`src/rtl/number_grid_display.sv`:
```
// number_grid_display
//   Draws a ROWS x COLS grid of 16x32 digit sprites. Each column scrolls
//   horizontally with its own signed fixed-point speed and wraps modulo
//   SCREEN_W. A cell hides for HIDE_FRAMES frames after a hit, blinks during
//   the last BLINK_FRAMES of that window, then becomes collidable again.
//   Accepted hits add the cell digit value to a saturating 16-bit score.
//
// Ports
//   clk, reset      system clock, synchronous active-high reset
//   startOfFrame    one-cycle pulse per frame (advances motion and timers)
//   pixelX, pixelY  current VGA coordinate
//   digits          4-bit digit per cell (cell k = r*COLS + c); 10-15 blank
//   colSpeed        signed 32-bit speed per column, pixels * 2^FRAC per frame
//   singleHit       level collision flag per cell
//   cellDR          registered per-cell draw request (1-cycle latency)
//   anyDR, rgbOut   merged draw request and colour of lowest requesting cell
//   showMask        1 = cell is collidable (VISIBLE)
//   hitPulse        one-cycle pulse after any accepted hit
//   hitIdx          lowest accepted hit index, held until the next hit
//   score           saturating sum of collected digit values
module number_grid_display #(
    parameter int          ROWS         = 3,
    parameter int          COLS         = 2,
    parameter int          NUM_CELLS    = ROWS * COLS,
    parameter int          INITIAL_X    = 150,
    parameter int          X_PITCH      = 50,
    parameter int          Y0           = 100,
    parameter int          Y_PITCH      = 100,
    parameter int          SPRITE_W     = 16,
    parameter int          SPRITE_H     = 32,
    parameter int          SCREEN_W     = 640,
    parameter int          FRAC         = 6,
    parameter int          HIDE_FRAMES  = 450,
    parameter int          BLINK_FRAMES = 64,
    parameter logic [7:0]  DIGIT_RGB    = 8'hFF
) (
    input  logic                         clk,
    input  logic                         reset,
    input  logic                         startOfFrame,
    input  logic [10:0]                  pixelX,
    input  logic [10:0]                  pixelY,
    input  logic [NUM_CELLS*4-1:0]       digits,
    input  logic [COLS*32-1:0]           colSpeed,
    input  logic [NUM_CELLS-1:0]         singleHit,
    output logic [NUM_CELLS-1:0]         cellDR,
    output logic                         anyDR,
    output logic [7:0]                   rgbOut,
    output logic [NUM_CELLS-1:0]         showMask,
    output logic                         hitPulse,
    output logic [$clog2(NUM_CELLS)-1:0] hitIdx,
    output logic [15:0]                  score
);

    localparam int IDX_W  = $clog2(NUM_CELLS);
    localparam int TW_MIN = $clog2(HIDE_FRAMES + 1);
    localparam int TW     = (TW_MIN > 9) ? TW_MIN : 9;
    localparam logic signed [33:0] WRAP = 34'(SCREEN_W * (2 ** FRAC));

    typedef enum logic [1:0] {ST_VIS, ST_HID, ST_BLK} cell_st_t;

    logic [31:0]          x_q   [COLS];
    logic [31:0]          x_d   [COLS];
    cell_st_t             st_q  [NUM_CELLS];
    cell_st_t             st_d  [NUM_CELLS];
    logic [TW-1:0]        tmr_q [NUM_CELLS];
    logic [TW-1:0]        tmr_d [NUM_CELLS];
    logic [NUM_CELLS-1:0] hit_prev_q;
    logic [NUM_CELLS-1:0] acc;
    logic [NUM_CELLS-1:0] cell_dr_q, cell_dr_d;
    logic                 any_dr_q, any_dr_d;
    logic [7:0]           rgb_q, rgb_d;
    logic                 hit_pulse_q, hit_pulse_d;
    logic [IDX_W-1:0]     hit_idx_q, hit_idx_d;
    logic [15:0]          score_q, score_d;

    // Segment enables {g,f,e,d,c,b,a} of the seven-segment font.
    function automatic logic [6:0] seg_map(input logic [3:0] d);
        case (d)
            4'd0:    seg_map = 7'b0111111;
            4'd1:    seg_map = 7'b0000110;
            4'd2:    seg_map = 7'b1011011;
            4'd3:    seg_map = 7'b1001111;
            4'd4:    seg_map = 7'b1100110;
            4'd5:    seg_map = 7'b1101101;
            4'd6:    seg_map = 7'b1111101;
            4'd7:    seg_map = 7'b0000111;
            4'd8:    seg_map = 7'b1111111;
            4'd9:    seg_map = 7'b1101111;
            default: seg_map = 7'b0000000;
        endcase
    endfunction

    // Shared digit ROM: 16x32 font with 4-pixel-thick segments.
    function automatic logic digit_pixel(input logic [3:0] d,
                                         input logic [3:0] ox,
                                         input logic [4:0] oy);
        logic [6:0] on;
        on[0] = (oy <= 5'd3) && (ox >= 4'd2) && (ox <= 4'd13);
        on[1] = (ox >= 4'd12) && (oy >= 5'd2) && (oy <= 5'd15);
        on[2] = (ox >= 4'd12) && (oy >= 5'd16) && (oy <= 5'd29);
        on[3] = (oy >= 5'd28) && (ox >= 4'd2) && (ox <= 4'd13);
        on[4] = (ox <= 4'd3) && (oy >= 5'd16) && (oy <= 5'd29);
        on[5] = (ox <= 4'd3) && (oy >= 5'd2) && (oy <= 5'd15);
        on[6] = (oy >= 5'd14) && (oy <= 5'd17) && (ox >= 4'd2) && (ox <= 4'd13);
        return |(seg_map(d) & on);
    endfunction

    // One frame of motion; speed magnitude is assumed < one screen width.
    function automatic logic [31:0] wrap_step(input logic [31:0] x,
                                              input logic [31:0] spd);
        logic signed [33:0] t;
        t = $signed({{2{x[31]}}, x}) + $signed({{2{spd[31]}}, spd});
        if (t >= WRAP)
            t = t - WRAP;
        else if (t < 34'sd0)
            t = t + WRAP;
        return t[31:0];
    endfunction

    always_comb begin
        for (int c = 0; c < COLS; c++) begin
            x_d[c] = x_q[c];
            if (startOfFrame)
                x_d[c] = wrap_step(x_q[c], colSpeed[c*32 +: 32]);
        end
    end

    always_comb begin : cell_comb
        logic [10:0] x_int, y_top, off_x, off_y;
        logic [3:0]  dig;
        logic        in_x, in_y, drawn;
        logic [15:0] hit_sum;
        logic [16:0] score_sum;
        x_int     = '0;
        y_top     = '0;
        off_x     = '0;
        off_y     = '0;
        dig       = '0;
        in_x      = 1'b0;
        in_y      = 1'b0;
        drawn     = 1'b0;
        hit_sum   = '0;
        acc       = '0;
        cell_dr_d = '0;
        rgb_d     = '0;
        hit_idx_d = hit_idx_q;
        for (int k = 0; k < NUM_CELLS; k++) begin
            dig    = digits[k*4 +: 4];
            // Rising edge only: a level held across reappearance stays ignored.
            acc[k] = singleHit[k] & ~hit_prev_q[k] & (st_q[k] == ST_VIS);

            st_d[k]  = st_q[k];
            tmr_d[k] = tmr_q[k];
            if (acc[k]) begin
                st_d[k]  = ST_HID;
                tmr_d[k] = TW'(HIDE_FRAMES);
            end else if (st_q[k] != ST_VIS && startOfFrame) begin
                tmr_d[k] = tmr_q[k] - 1'b1;
                if (tmr_d[k] == '0)
                    st_d[k] = ST_VIS;
                else if (tmr_d[k] <= TW'(BLINK_FRAMES))
                    st_d[k] = ST_BLK;
            end

            if (acc[k] && dig <= 4'd9)
                hit_sum = hit_sum + 16'(dig);

            // Sprite is clipped at the right edge rather than split across it.
            x_int = x_q[k % COLS][FRAC +: 11];
            y_top = 11'(Y0 + (k / COLS) * Y_PITCH);
            off_x = pixelX - x_int;
            off_y = pixelY - y_top;
            in_x  = (pixelX >= x_int) && (off_x < 11'(SPRITE_W)) &&
                    (pixelX < 11'(SCREEN_W));
            in_y  = (pixelY >= y_top) && (off_y < 11'(SPRITE_H));
            drawn = (st_q[k] == ST_VIS) || (st_q[k] == ST_BLK && tmr_q[k][3]);
            cell_dr_d[k] = in_x && in_y && drawn &&
                           digit_pixel(dig, off_x[3:0], off_y[4:0]);
        end
        // Walk downwards so the lowest index wins.
        for (int k = NUM_CELLS - 1; k >= 0; k--) begin
            if (acc[k])
                hit_idx_d = IDX_W'(k);
            if (cell_dr_d[k])
                rgb_d = DIGIT_RGB;
        end
        any_dr_d    = |cell_dr_d;
        hit_pulse_d = |acc;
        score_sum   = {1'b0, score_q} + {1'b0, hit_sum};
        score_d     = score_sum[16] ? 16'hFFFF : score_sum[15:0];
    end

    always_ff @(posedge clk) begin
        if (reset) begin
            for (int c = 0; c < COLS; c++)
                x_q[c] <= 32'((INITIAL_X + c * X_PITCH) * (2 ** FRAC));
            for (int k = 0; k < NUM_CELLS; k++) begin
                st_q[k]  <= ST_VIS;
                tmr_q[k] <= '0;
            end
            hit_prev_q  <= '0;
            cell_dr_q   <= '0;
            any_dr_q    <= 1'b0;
            rgb_q       <= '0;
            hit_pulse_q <= 1'b0;
            hit_idx_q   <= '0;
            score_q     <= '0;
        end else begin
            for (int c = 0; c < COLS; c++)
                x_q[c] <= x_d[c];
            for (int k = 0; k < NUM_CELLS; k++) begin
                st_q[k]  <= st_d[k];
                tmr_q[k] <= tmr_d[k];
            end
            hit_prev_q  <= singleHit;
            cell_dr_q   <= cell_dr_d;
            any_dr_q    <= any_dr_d;
            rgb_q       <= rgb_d;
            hit_pulse_q <= hit_pulse_d;
            hit_idx_q   <= hit_idx_d;
            score_q     <= score_d;
        end
    end

    always_comb begin
        for (int k = 0; k < NUM_CELLS; k++)
            showMask[k] = (st_q[k] == ST_VIS);
    end

    assign cellDR   = cell_dr_q;
    assign anyDR    = any_dr_q;
    assign rgbOut   = rgb_q;
    assign hitPulse = hit_pulse_q;
    assign hitIdx   = hit_idx_q;
    assign score    = score_q;

endmodule

```
`config.mk`:
```
export PLATFORM = sky130hd
export DESIGN_NAME = number_grid_display
export DESIGN_NICKNAME = d
export VERILOG_FILES = /design/src/rtl/number_grid_display.sv
export SDC_FILE = /design/constraint.sdc
export NUM_CORES = 1
export LEC_CHECK = 0
export CAP_MARGIN = 20
export CORE_ASPECT_RATIO = 1.75
export CORE_MARGIN = 10
export CORE_UTILIZATION = 55
export DETAILED_ROUTE_END_ITERATION = 12
export PLACE_DENSITY_LB_ADDON = 0.15
export SLEW_MARGIN = 0
export SYNTH_ARGS = -nofsm -noshare
export SYNTH_HDL_FRONTEND = slang
export SYNTH_SLANG_ARGS = --single-unit
```
`constraint.sdc`:
```
create_clock -name clk -period 21.7 [get_ports clk]
set_input_delay 6.51 -clock clk [delete_from_list [all_inputs] [get_ports clk]]
set_output_delay 6.51 -clock clk [all_outputs]
set_load 0.01 [all_outputs]
```
Word level (Yosys, flattened, before mapping). Memory sizes are Yosys's and may differ from the RTL's. Index checks and enable logic that the tools add are counted.

Bits in registers: 41. Memory bits (writable): 130. Memory bits (read-only): 672. Output and inout bits: 41. Memories kept: 9.

Add/sub/neg operators: 23. Order comparisons: 59. Equal/unequal tests: 6. Multiplexer cells: 77. Bitwise logic cells: 38. Reduce and logical (&&, ||, !) cells: 168.

Memory list: (name not given) (depth 16, width 7, rd ports 1, clocked after Yosys merged registers in 0, write ports 0, line 78) `case (d)`; (name not given) (depth 16, width 7, rd ports 1, clocked after Yosys merged registers in 0, write ports 0, line 78); (name not given) (depth 16, width 7, rd ports 1, clocked after Yosys merged registers in 0, write ports 0, line 78); (name not given) (depth 16, width 7, rd ports 1, clocked after Yosys merged registers in 0, write ports 0, line 78); (name not given) (depth 16, width 7, rd ports 1, clocked after Yosys merged registers in 0, write ports 0, line 78); (name not given) (depth 16, width 7, rd ports 1, clocked after Yosys merged registers in 0, write ports 0, line 78); +3 memories.

Operators with widths (number): 32-bit 2-to-1 mux (8); 9-bit 2-to-1 mux (18); 1-bit logical AND (130); 16-bit 2-to-1 mux (6); 16-bit by 4-bit adder with 16-bit output (5); 32-bit by 32-bit adder with 33-bit output (2); 33-bit by 17-bit >= comparator with 1-bit output (second input constant) (2); 33-bit by 1-bit < comparator with 1-bit output (second input constant) (2); 32-bit by 17-bit adder with 32-bit output (second input constant) (2); 2-bit 2-to-1 mux (32); 32-bit by 17-bit subtractor with 32-bit output (second input constant) (2); 9-bit by 7-bit <= comparator with 1-bit output (second input constant) (6); 9-bit logical NOT (6); 9-bit by 1-bit subtractor with 9-bit output (second input constant) (6); 8-bit 2-to-1 mux (6); 7-bit AND (6); 7-bit OR reduction (6); 11-bit by 6-bit < comparator with 1-bit output (second input constant) (3); 4-bit <= comparator (second input constant) (8); 5-bit >= comparator (second input constant) (6); 5-bit <= comparator (second input constant) (6); 11-bit >= comparator (2); 11-bit by 5-bit < comparator with 1-bit output (second input constant) (2); 11-bit subtractor (2); 31 further kinds (97).

Depth between registers and ports, before layout. Gate-level depths: netlist (run 1).

Depth in word-level cells: 17. Gate-level depth with buffers: 39.

Worst setup path before layout (run 1). OpenSTA, ideal clock, no wires.

Path kind: input port to flip-flop. From: input port singleHit[0]. To: register score_q[10] (netlist: score[10]). Library setup time: 133 ps. Arrival: 13384 ps. Path slack: 8183 ps. Stages: 31. Cells stage by stage: nor4b_1 -> and3_1 -> ha_1 -> inv_1 -> fa_1 -> mux2i_1 -> fa_1 -> mux2i_1 -> fa_1 -> mux2i_1 -> inv_1 -> fa_1 -> nand2_1 -> o21ai_0 -> inv_1 -> ha_1 -> a21o_1 -> a21oi_1 -> xnor2_1 -> mux2_2 -> ha_1 -> a21oi_1 -> o21bai_1 -> a21oi_1 -> o21bai_1 -> a21oi_1 -> nor2b_1 -> o2111a_1 -> nand3_1 -> clkbuf_1 -> a21oi_1.

Cells in the longest elaborated chain, start to end: 16.

RTL lines: from (decl) (line 44) `input logic [NUM_CELLS-1:0] singleHit,`; 1-bit AND * (2 in a row) (line 150) `acc[k] = singleHit[k] & ~hit_prev_q[k] & (st_q[k] == ST_VIS);`; 1-bit logical AND * (line 165) `if (acc[k] && dig <= 4'd9)`; 4-bit 2-to-1 mux * (line 165); 16-bit by 4-bit adder with 16-bit output (line 166) `hit_sum = hit_sum + 16'(dig);`; 16-bit 2-to-1 mux * (line 165); 16-bit by 4-bit adder with 16-bit output (line 166); 16-bit 2-to-1 mux * (line 165); 16-bit by 4-bit adder with 16-bit output (line 166); 16-bit 2-to-1 mux * (line 165); 16-bit by 4-bit adder with 16-bit output (line 166); 16-bit 2-to-1 mux * (line 165); 16-bit by 4-bit adder with 16-bit output (line 166); 16-bit 2-to-1 mux * (line 165); 16-bit by 16-bit adder with 17-bit output * (line 189) `score_sum = {1'b0, score_q} + {1'b0, hit_sum};`; 16-bit 2-to-1 mux * (line 190) `score_d = score_sum[16] ? 16'hFFFF : score_sum[15:0];`; to (signal assigned) (line 221) `score_q <= score_d;`; to (decl) (line 74) `logic [15:0] score_q, score_d;`.

Mark *: on every way between the ends. The rest lies on a longest branch, timed or not. A chain may end at the register's enable or synchronous reset.

Worst setup path in the final report (run 1).
From: input port digits[1]. To: register score_q[13] (netlist: score[13]).

Cells in the longest elaborated chain, start to end: 15.

RTL lines: from (decl) (line 42) `input logic [NUM_CELLS*4-1:0] digits,`; 4-bit <= comparator (line 165); 1-bit logical AND (line 165); 4-bit 2-to-1 mux * (line 165); 16-bit by 4-bit adder with 16-bit output (line 166); 16-bit 2-to-1 mux * (line 165); 16-bit by 4-bit adder with 16-bit output (line 166); 16-bit 2-to-1 mux * (line 165); 16-bit by 4-bit adder with 16-bit output (line 166); 16-bit 2-to-1 mux * (line 165); 16-bit by 4-bit adder with 16-bit output (line 166); 16-bit 2-to-1 mux * (line 165); 16-bit by 4-bit adder with 16-bit output (line 166); 16-bit 2-to-1 mux * (line 165); 16-bit by 16-bit adder with 17-bit output * (line 189); 16-bit 2-to-1 mux * (line 190).

Marked as above.

==> reports/summary.txt, run 1 <==
1st-pass router iterations: 5
crit path launch type: primary input
Vias/cell: 6.312
Syn Std Cell Area: 17020 um2
yosys warns: 0
Synth Area in XOR/XNOR: 6.638%
Worst-Margin Slew: 1139 ps
largest family of logic cells by synthesized area: compound AO/OA/AOI/OAI gates
CTS buffer count: 17
worst hold slack: 466.5 ps
Worst Hold Endpoint: x_q[0][62]
R2R cell count: 31
adder-cell area share of the yosys netlist: 13.88%
routed wire length per instance: 19.65 um
die span in y: 252.7 um
pins over their slew limit: 0
Hold Vio Cnt, Final: 0
Vias: 17620
Async SR Flop Fraction: 0%
root buffer cell: clkbuf_16
CTS tree: yes
cell family with most CP delay: adder cells
Residual DRC: 0
register bit total from synthesis: 164
Slowest cell on crit path: clkdlybuf4s50_1
site row count: 85
Clk Latency, worst-skew pair: 470 ps
Post-Route WL: 54.84 mm
critical path class: primary input to flip-flop
Compound-Gate Fraction of Synth Area: 27.65%
fmax: 70.08 MHz
WP buf/inv: 5
crit-path max FO: 13
post-route clock period utilization: 65.76%
Final min period: 14270 ps
Peak VDD IR: 67.42 uV
total core area: 30630 um2
Worst setup EP type: flip-flop
layout cells sized above 1: 4.585%
pin count of the biggest net entering global routing: 52
Hold/Removal Path Class: flip-flop to flip-flop
Setup violations, final: 0
IO Pins: 160
GRT Util Overall: 27.38%
first-pass GRT wire length: 87.43 mm
Reg clk slew, reported paths: 70 ps
reg2reg setup slack: 13790 ps
CTS max path bufs: 2
Setup Fix Bufs, Post-CTS: 0
DIE WIDTH: 153.0 um
die area: 38660 um2
Post-synth EDFFs: 0
most frequent cells in the layout: 255 x nor2_1, 203 x a21oi_1, 177 x nand2_1, 172 x ha_1, 164 x dfxtp_1
sequential share of the synthesized area: 19.29%
commonest non-fill, non-tap cell in the layout: nor2_1
H-Tree Depth: 4
NumNets Final: 2687
vias in the first global route: 17400
P&R area growth vs syn: 14.02%
Worst EP required: 22030 ps
initial drt markers: 932
worst r2r src: st_q[0][0]
Critical Path AT: 14600 ps
Sum Neg Setup Slack: 0 ps
hold_buf cts: 0
Distinct cells, synth: 107
Reg2Reg Capture Point: score[13]
RSZ-0062 raised after global routing: false
post-CTS resize count: 0
post-DP HPWL: 43.91 mm
WHS Path Cells: 2
Sink Count: 164
gpl congestion: 0.9869
hold wc startpoint: x_q[0][62]
syn avg cell area: 7.439 um2
max cap viols: 0
Synth Area in Simple Gates: 24.38%
Antenna Nets Post-Route: 0
multiplexer share of the synthesized area: 2.933%
Port-buffer cells: 159
relative slew slack: 22.09%
run status: completed
Pleak: 7.783 nW
initial antenna violation count: 1
syn nets: 2589
Worst path max stage delay: 520 ps
GRT Residual Overflow: 0
Top FF cell, synth: dfxtp_1
Mapped Cells: 2288
Initial Util: 55.57%
clk_skew: 13.02 ps
Stages on worst setup path: 34
Cell Pwr Density: 86.36 nW/um2
Yosys cell counts, types with 8 or more instances:
cell type / n / area, um2
a211oi_1: 25 / 187.7
nand2_1: 177 / 664.4
a221oi_1: 13 / 113.9
buf_4: 9 / 67.56
o21bai_1: 25 / 187.7
clkbuf_1: 64 / 240.2
a22oi_1: 13 / 97.59
o21ai_0: 133 / 665.6
o31ai_1: 9 / 67.56
or4_1: 10 / 75.07
o211ai_1: 20 / 150.1
xnor2_1: 80 / 700.7
o22ai_1: 20 / 125.1
mux2i_1: 42 / 420.4
a21o_1: 37 / 277.8
o21ai_1: 11 / 55.05
nor2b_1: 33 / 206.5
and3_1: 18 / 112.6
nand2b_1: 31 / 193.9
nor3_1: 55 / 275.3
xor2_1: 49 / 429.2
buf_2: 15 / 75.07
or3_1: 34 / 212.7
inv_1: 128 / 480.5
a311oi_1: 16 / 140.1
nand3_1: 63 / 315.3
fa_1: 10 / 200.2
a21oi_1: 203 / 1016
nor4_1: 24 / 150.1
nand3b_1: 8 / 60.06
nand4_1: 37 / 231.5
nor2_1: 257 / 964.7
or2_2: 15 / 93.84
a31oi_1: 32 / 200.2
a211o_1: 12 / 105.1
nor4b_1: 11 / 96.34
dfxtp_1: 164 / 3283
and2_1: 25 / 156.4
o21a_1: 25 / 187.7
ha_1: 172 / 2152
sequential cells by signal (all words and copies together), names as in the netlist:
signal and cells:
hitPulse 1, cellDR 6, st_q 12, anyDR 1, tmr_q 54, hitIdx 3, score 16, x_q 64
hit_prev_q 6, rgbOut 1
worst max path at each step:
stage,start,end,slack (ps)
after floorplan,singleHit[0],score[10],8180
after CTS,digits[1],score[13],7450
after detailed placement,digits[1],score[9],6990
after global placement,digits[1],score[13],7300
after global routing,digits[1],score[1],6780
final,digits[1],score[13],7430
cell type report:
type                            count  area (um2)
Multi-Input combinational cell   1902       12860
Fill cell                        2829       11220
Sequential cell                   164        3283
Timing Repair Buffer              171        1674
Tap cell                          391       489.2
Inverter                          130       488.0
Clock buffer                       17       425.4
Clock inverter                     15       182.7
Antenna cell                        1       2.502
per-layer routing:
layer | GRT usage (%) | share of wire, % | vias to the layer above
met2 | 50.60 | 52 | 557
met1 | 26.76 | 36 | 8241
met4 | 21.51 | 8.1 | 0
met5 | 0 | 0 | -
met3 | 3.764 | 4.3 | 227
li1 | - | - | 8591
stage by stage:
step	setup WS (ps)	instance area (um2)	power, mW	util (%)	cells
4_1_cts	7455	19400	1.667	63.35	2790
3_5_place_dp	6992	18800	1.341	61.37	2758
6_report	7430	19410	1.676	63.36	2791
5_1_grt	6781	19400	1.798	63.35	2790
2_1_floorplan	8183	17020	1.086	-	2288
3_3_place_gp	7301	18800	1.322	61.37	2758
where the power goes:
| group | switching (mW) | internal [mW] | total [mW] | leakage (nW) |
|---|---|---|---|---|
| logic | 0.598 | 0.371 | 0.968 | 6.14 |
| clock network | 0.163 | 0.157 | 0.320 | 0.294 |
| registers | 0.0426 | 0.345 | 0.388 | 1.35 |
| total | 0.803 | 0.873 | 1.68 | 7.78 |
worst register-to-register path, delay by kind of cell (launching register included):
family                     cells  cell delay, ps
xor gates and xnor gates       1              90
DFF                            1             350
and+or+nand+nor                5            1070
buffers and inverters          4             480
AOI/OAI and AO/OA             10            1920
adders and majority gates      7            2670
muxes                          4            1180
kinds of logic (layout without fill, tap and decap cells):
family                     after synthesis  count (layout)
AOI/OAI and AO/OA                      706             706
xor gates and xnor gates               129             129
other                                    1               2
and+or+nand+nor                        834             834
DFF                                    164             164
adders and majority gates              183             183
buffers and inverters                  222             333
muxes                                   49              49
No activity file was read; power rests on OpenSTA's default activity.
==> run 2, diff against run 1 <==
==> constraint.sdc (replaced) <==
create_clock -name clk -period 13.65 [get_ports clk]
set_input_delay 4.095 -clock clk [delete_from_list [all_inputs] [get_ports clk]]
set_output_delay 4.095 -clock clk [all_outputs]
set_load 0.01 [all_outputs]
==> run 2 against run 1 <==
Combinational power grew 59%. Critical path depth is the same. Clock-buffer cell count is the same. Hold slack is essentially flat. Flip-flop and latch count is the same. Non-clock buffer count grew 2. Highest routed layer unchanged. Core utilization is essentially flat. Die area is the same. Total power grew 59%. Via count grew 0.51%. Wire length grew 1.4%. Global-route usage grew 0.14 points.
==> reports/summary.txt, run 2 (synthesized netlist as in run 1, its figures left out) <==
run status: completed
pin count of the biggest net entering global routing: 47 (-9.6%)
GRT Residual Overflow: 0 (unchanged)
Power Total: 2.671 mW (+59%)
Sum Neg Setup Slack: 0 ps (unchanged)
crit path launch type: primary input
critical path class: primary input to flip-flop
Antenna Nets Post-Route: 0 (unchanged)
Residual DRC: 0 (unchanged)
1st-pass router iterations: 5 (unchanged)
relative slew slack: 31.30% (+9.2 points)
CTS max path bufs: 2 (unchanged)
filler instances: 2797 (-1.1%)
die area: 38660 um2 (unchanged)
DIE WIDTH: 153.0 um (unchanged)
crit-path max FO: 13 (unchanged)
final std cell area, no fill: 19420 um2 (about the same)
first-pass GRT wire length: 88.07 mm (+0.73%)
Hold Vio Cnt, Final: 0 (unchanged)
total core area: 30630 um2 (unchanged)
Worst path max stage delay: 530 ps (about the same)
NetSw: 1.269 mW (+58%)
Clk Latency, worst-skew pair: 470 ps (about the same)
layout cells sized above 1: 4.665% (+0.079 points)
Critical Path Start: digits[1]
Port-buffer cells: 159 (unchanged)
IO Pins: 160 (unchanged)
most frequent cells in the layout: 255 x nor2_1, 203 x a21oi_1, 177 x nand2_1, 172 x ha_1, 164 x dfxtp_1
worst slack, placed: 1341 ps (-5652 ps)
site row count: 85 (unchanged)
combinational share of power: 57.7% (about the same)
Worst-Margin Slew: 1016 ps (-123.1 ps)
fmax: 84.40 MHz
hold_buf cts: 0 (unchanged)
clock share of power: 19.2% (about the same)
CTS tree: yes
n_diodes: 0 (-1)
Vias: 17710 (+0.51%)
P&R area growth vs syn: 14.09% (about the same)
post-CTS resize count: 0 (unchanged)
sw frac: 47.52% (-0.41 points)
die span in y: 252.7 um (unchanged)
Cell Pwr Density: 137.5 nW/um2 (+59%)
Reg clk slew, reported paths: 70 ps (about the same)
Worst EP required: 13970 ps (-8060 ps)
internal power consumption: 1.402 mW (+61%)
GRT Util Overall: 27.52% (+0.14 points)
routed wire length per instance: 19.93 um (+1.4%)
RSZ-0062 raised after global routing: false
post-route clock period utilization: 86.80%
Final min period: 11850 ps
Pleak: 7.795 nW (+0.16%)
Peak VDD IR: 95.64 uV (+42%)
footprint of the multi-input gates: 12860 um2 (unchanged)
Post-Route WL: 55.63 mm (+1.4%)
NumNets Final: 2689 (+0.074%)
post-DP HPWL: 44.56 mm (+1.5%)
Critical Path AT: 12170 ps (-2430 ps)
Largest register FFs: 64 (unchanged)
hold wc startpoint: x_q[0][62]
max cap viols: 0 (unchanged)
initial drt markers: 702 (-25%)
Vias/cell: 6.341 (+0.47%)
Setup violations, final: 0 (unchanged)
clk_skew: 15.20 ps (+2.180 ps)
Biggest register: x_q
Hold/Removal Path Class: flip-flop to flip-flop
pins over their slew limit: 0 (unchanged)
H-Tree Depth: 4 (unchanged)
initial antenna violation count: 0 (-1)
Worst setup EP type: flip-flop
Setup Fix Bufs, Post-CTS: 0 (unchanged)
worst r2r src: st_q[0][0]
placed cell area: 18810 um2 (about the same)
Slowest cell on crit path: clkdlybuf4s50_1
Sink Count: 164 (unchanged)
root buffer cell: clkbuf_16
vias in the first global route: 17520 (+0.71%)
CTS buffer count: 17 (unchanged)
gpl congestion: 0.9962 (+0.94%)
commonest non-fill, non-tap cell in the layout: nor2_1
PnR worst setup slack: 1802 ps (-5628 ps)
Register Area: 3283 um2 (unchanged)
register share of total power: 23.1% (about the same)
Initial Util: 55.57% (unchanged)
==> run 2: cell types whose count changed in the layout (fill, tap and decap cells not counted), sizes merged <==
| cell | delta |
|---|---|
| buf | +2 |
| bufinv | +1 |
| clkinv | -1 |
| diode | -1 |
==> run 2: power by group through the flow <==
stage	registers [mW]	clock network [mW]	logic, mW
final	0.617	0.512	1.54
after global routing	0.622	0.536	1.70
after CTS	0.615	0.521	1.52
after detailed placement	0.625	0	1.51
after global placement	0.623	0	1.49
after floorplan	0.602	0	1.13
==> run 2: layout make-up <==
cell class	instances	share of cell area, %
well taps	391	2.519
clock buffers	17	2.191
flip-flops and latches	164	16.91
multi-input cells	1902	66.23
inverters	130	2.513
clock inverters	15	0.9407
repair buffers	173	8.698
==> run 2: final timing paths <==
kind / to / depth (start not counted) / slack [ps]
min: x_q[0][62] / 2 / 470
max reg2reg: score[13] / 31 / 5780
max: score[13] / 34 / 1800
min reg2reg: x_q[0][62] / 2 / 470
==> run 2: metal layers <==
| metal | GRT usage, % | wire length [um] |
|---|---|---|
| met2 | 52.07 | 29250 |
| met5 | 0 | 0 |
| met3 | 3.832 | 2152 |
| met4 | 19.33 | 3892 |
| met1 | 26.72 | 20340 |
==> run 2: worst max-delay path, delay by kind of cell <==
kind,cells,cell delay [ps]
compound gates,11,2180
xor+xnor,1,90
fa+ha+maj,8,2850
buf+inv,5,950
mux,4,1180
simple gates,5,810
==> run 2: metrics by stage <==
step / util (%) / hold slack (ps) / cells
finish: 63.40 / 466.4 / 2792
global route: 63.40 / 491.2 / 2792
CTS: 63.40 / 467.9 / 2792
detailed placement: 61.42 / 451.5 / 2760
global placement: 61.42 / 447.2 / 2760
floorplan: - / 429.1 / 2288
==> run 3, diff against run 2 <==
--- a/config.mk
+++ b/config.mk
@@ -9,8 +9,11 @@
 export CORE_ASPECT_RATIO = 1.75
 export CORE_MARGIN = 10
 export CORE_UTILIZATION = 55
+export CTS_BUF_LIST = sky130_fd_sc_hd__clkbuf_8 sky130_fd_sc_hd__clkbuf_16
 export DETAILED_ROUTE_END_ITERATION = 12
+export GPL_ROUTABILITY_DRIVEN = 0
 export PLACE_DENSITY_LB_ADDON = 0.15
+export SETUP_SLACK_MARGIN = 0.5
 export SLEW_MARGIN = 0
 export SYNTH_ARGS = -nofsm -noshare
 export SYNTH_HDL_FRONTEND = slang
==> run 3 against run 2 <==
Wire length shrank 2.7%. Non-clock buffer count shrank 1. Global-route usage shrank 0.55 points. Fmax is essentially flat. Sequential power is essentially flat. Core utilization grew 0.065 points. Register-to-register slack lost 60 ps. Via count grew 1.1%. Highest routed layer unchanged.
==> reports/summary.txt, run 3 (synthesized netlist as in run 1, its figures left out) <==
CTS max path bufs: 2 (unchanged)
Clk Latency, worst-skew pair: 470 ps (about the same)
die area: 38660 um2 (unchanged)
internal power consumption: 1.406 mW (+0.34%)
DP Cell Count: 2759 (-0.036%)
clock share of power: 19.7% (+0.5 points)
routed wire length per instance: 19.39 um (-2.7%)
worst hold slack: 472.6 ps (+6.164 ps)
cell family with most CP delay: adder cells
Worst Hold Endpoint: x_q[0][62]
Vias/cell: 6.413 (+1.1%)
GRT Util Overall: 26.97% (-0.55 points)
n_diodes: 0 (unchanged)
Worst-Margin Slew: 996.1 ps (-20.11 ps)
crit path launch type: primary input
post-CTS resize count: 0 (unchanged)
Port-buffer cells: 159 (unchanged)
CTS buffer count: 17 (unchanged)
hold_buf cts: 0 (unchanged)
most frequent cells in the layout: 255 x nor2_1, 203 x a21oi_1, 177 x nand2_1, 172 x ha_1, 164 x dfxtp_1
reg2reg setup slack: 5720 ps (-60 ps)
placed cell area: 18800 um2 (about the same)
final std cells w/o fill: 2791 (-0.036%)
initial antenna violation count: 0 (unchanged)
Biggest register: x_q
Sum Neg Setup Slack: 0 ps (unchanged)
fmax: 84.37 MHz (about the same)
post-route clock period utilization: 86.84% (about the same)
post-DP HPWL: 42.69 mm (-4.2%)
Hold Vio Cnt, Final: 0 (unchanged)
Residual DRC: 0 (unchanged)
IO Pins: 160 (unchanged)
commonest non-fill, non-tap cell in the layout: nor2_1
Largest register FFs: 64 (unchanged)
pins over their slew limit: 0 (unchanged)
Worst EP required: 13950 ps (-20 ps)
Pleak: 7.802 nW (about the same)
Reg clk slew, reported paths: 70 ps (about the same)
Slowest cell on crit path: clkdlybuf4s50_1
relative slew slack: 33.43% (+2.1 points)
root buffer cell: clkbuf_16
site row count: 85 (unchanged)
Setup violations, final: 0 (unchanged)
NumNets Final: 2688 (-0.037%)
GRT Residual Overflow: 0 (unchanged)
critical path class: primary input to flip-flop
layout cells sized above 1: 4.625% (-0.040 points)
combinational share of power: 57.3% (-0.4 points)
footprint of the multi-input gates: 12860 um2 (unchanged)
Initial Util: 55.57% (unchanged)
Worst setup EP type: flip-flop
first-pass GRT wire length: 86.95 mm (-1.3%)
Peak VDD IR: 104.5 uV (+9.3%)
die span in y: 252.7 um (unchanged)
Vias: 17900 (+1.1%)
sw frac: 47.55% (about the same)
crit-path max FO: 13 (unchanged)
1st-pass router iterations: 5 (unchanged)
Sink Count: 164 (unchanged)
max cap viols: 0 (unchanged)
R2R cell count: 31 (unchanged)
hold wc startpoint: x_q[0][62]
Cell Pwr Density: 137.9 nW/um2 (+0.30%)
vias in the first global route: 17800 (+1.6%)
run status: completed
clk_skew: 15.89 ps (+0.6894 ps)
Post-Route WL: 54.13 mm (-2.7%)
Final min period: 11850 ps (+5.180 ps)
Register Area: 3283 um2 (unchanged)
initial drt markers: 1160 (+65%)
CTS tree: yes
most frequent CP cell: a21oi_1
filler instances: 2789 (-0.29%)
WP buf/inv: 5 (unchanged)
Setup Fix Bufs, Post-CTS: 0 (unchanged)
Reg2Reg Capture Point: score[0]
Hold/Removal Path Class: flip-flop to flip-flop
total core area: 30630 um2 (unchanged)
P&R area growth vs syn: 14.21%
NetSw: 1.275 mW (+0.47%)
register share of total power: 23.0% (about the same)
Worst path max stage delay: 590 ps (+60 ps)
WHS Path Cells: 2 (unchanged)
H-Tree Depth: 4 (unchanged)
Critical Path Start: digits[1]
final std cell area, no fill: 19440 um2 (+0.10%)
DIE WIDTH: 153.0 um (unchanged)
Critical Path AT: 12150 ps (-20 ps)
worst r2r src: st_q[0][0]
RSZ-0062 raised after global routing: false
Antenna Nets Post-Route: 0 (unchanged)
pin count of the biggest net entering global routing: 85 (+81%)
==> run 3: changes by cell type in the layout (fill, tap and decap cells not counted), sizes merged <==
cell / previous run / this run
clkinvlp: 1 / 0
clkinv: 4 / 7
buf: 16 / 15
inv: 139 / 137
==> run 3: worst max path at each step <==
stage	end	slack, ps	cells past startpoint
after CTS	score[9]	1840	34
final	score[0]	1800	34
after global routing	score[2]	1160	34
after global placement	score[1]	1640	34
after detailed placement	score[0]	1380	34
after floorplan	score[10]	2550	31
==> run 3: power groups by stage <==
stage	Clock (mW)	Sequential (mW)	Combinational [mW]
2_1_floorplan	0	0.602	1.13
6_report	0.528	0.617	1.54
3_3_place_gp	0	0.622	1.46
5_1_grt	0.553	0.623	1.70
4_1_cts	0.536	0.613	1.51
3_5_place_dp	0	0.624	1.50
==> run 3: worst reg2reg max path: cells and delay by family (launching register included) <==
kind / cells / cell delay (ps)
adder cells (fa/ha/maj): 7 / 2700
AO/OA/AOI/OAI: 10 / 1860
multiplexers: 4 / 1210
AND/OR/NAND/NOR: 5 / 1080
buffers and inverters: 4 / 480
flip-flops: 1 / 360
XOR/XNOR: 1 / 80
==> run 3: per-stage QoR <==
| stage | power (mW) | setup WS (ps) | utilization, % |
|---|---|---|---|
| finish | 2.681 | 1797 | 63.47 |
| global route | 2.872 | 1159 | 63.47 |
| CTS | 2.657 | 1844 | 63.47 |
| detailed placement | 2.121 | 1379 | 61.39 |
| global placement | 2.085 | 1637 | 61.39 |
| floorplan | 1.727 | 2548 | - |
==> run 3: final cells by class <==
| cell class | count | share of cell area (%) |
|---|---|---|
| tap | 391 | 2.517 |
| sequential | 164 | 16.89 |
| clock buffer | 17 | 2.188 |
| timing repair buffer | 172 | 8.650 |
| multi-input combinational | 1902 | 66.16 |
| clock inverter | 15 | 1.081 |
| inverter | 130 | 2.510 |
==> run 3: metal layers <==
metal	track usage, %	wire length (um)	vias up	share of wire, %
li1	-	-	8578	-
met5	0	0	-	0
met3	4.394	2819	243	5.2
met1	26.13	19550	8393	36
met4	19.71	3958	0	7.3
met2	50.30	27800	686	51
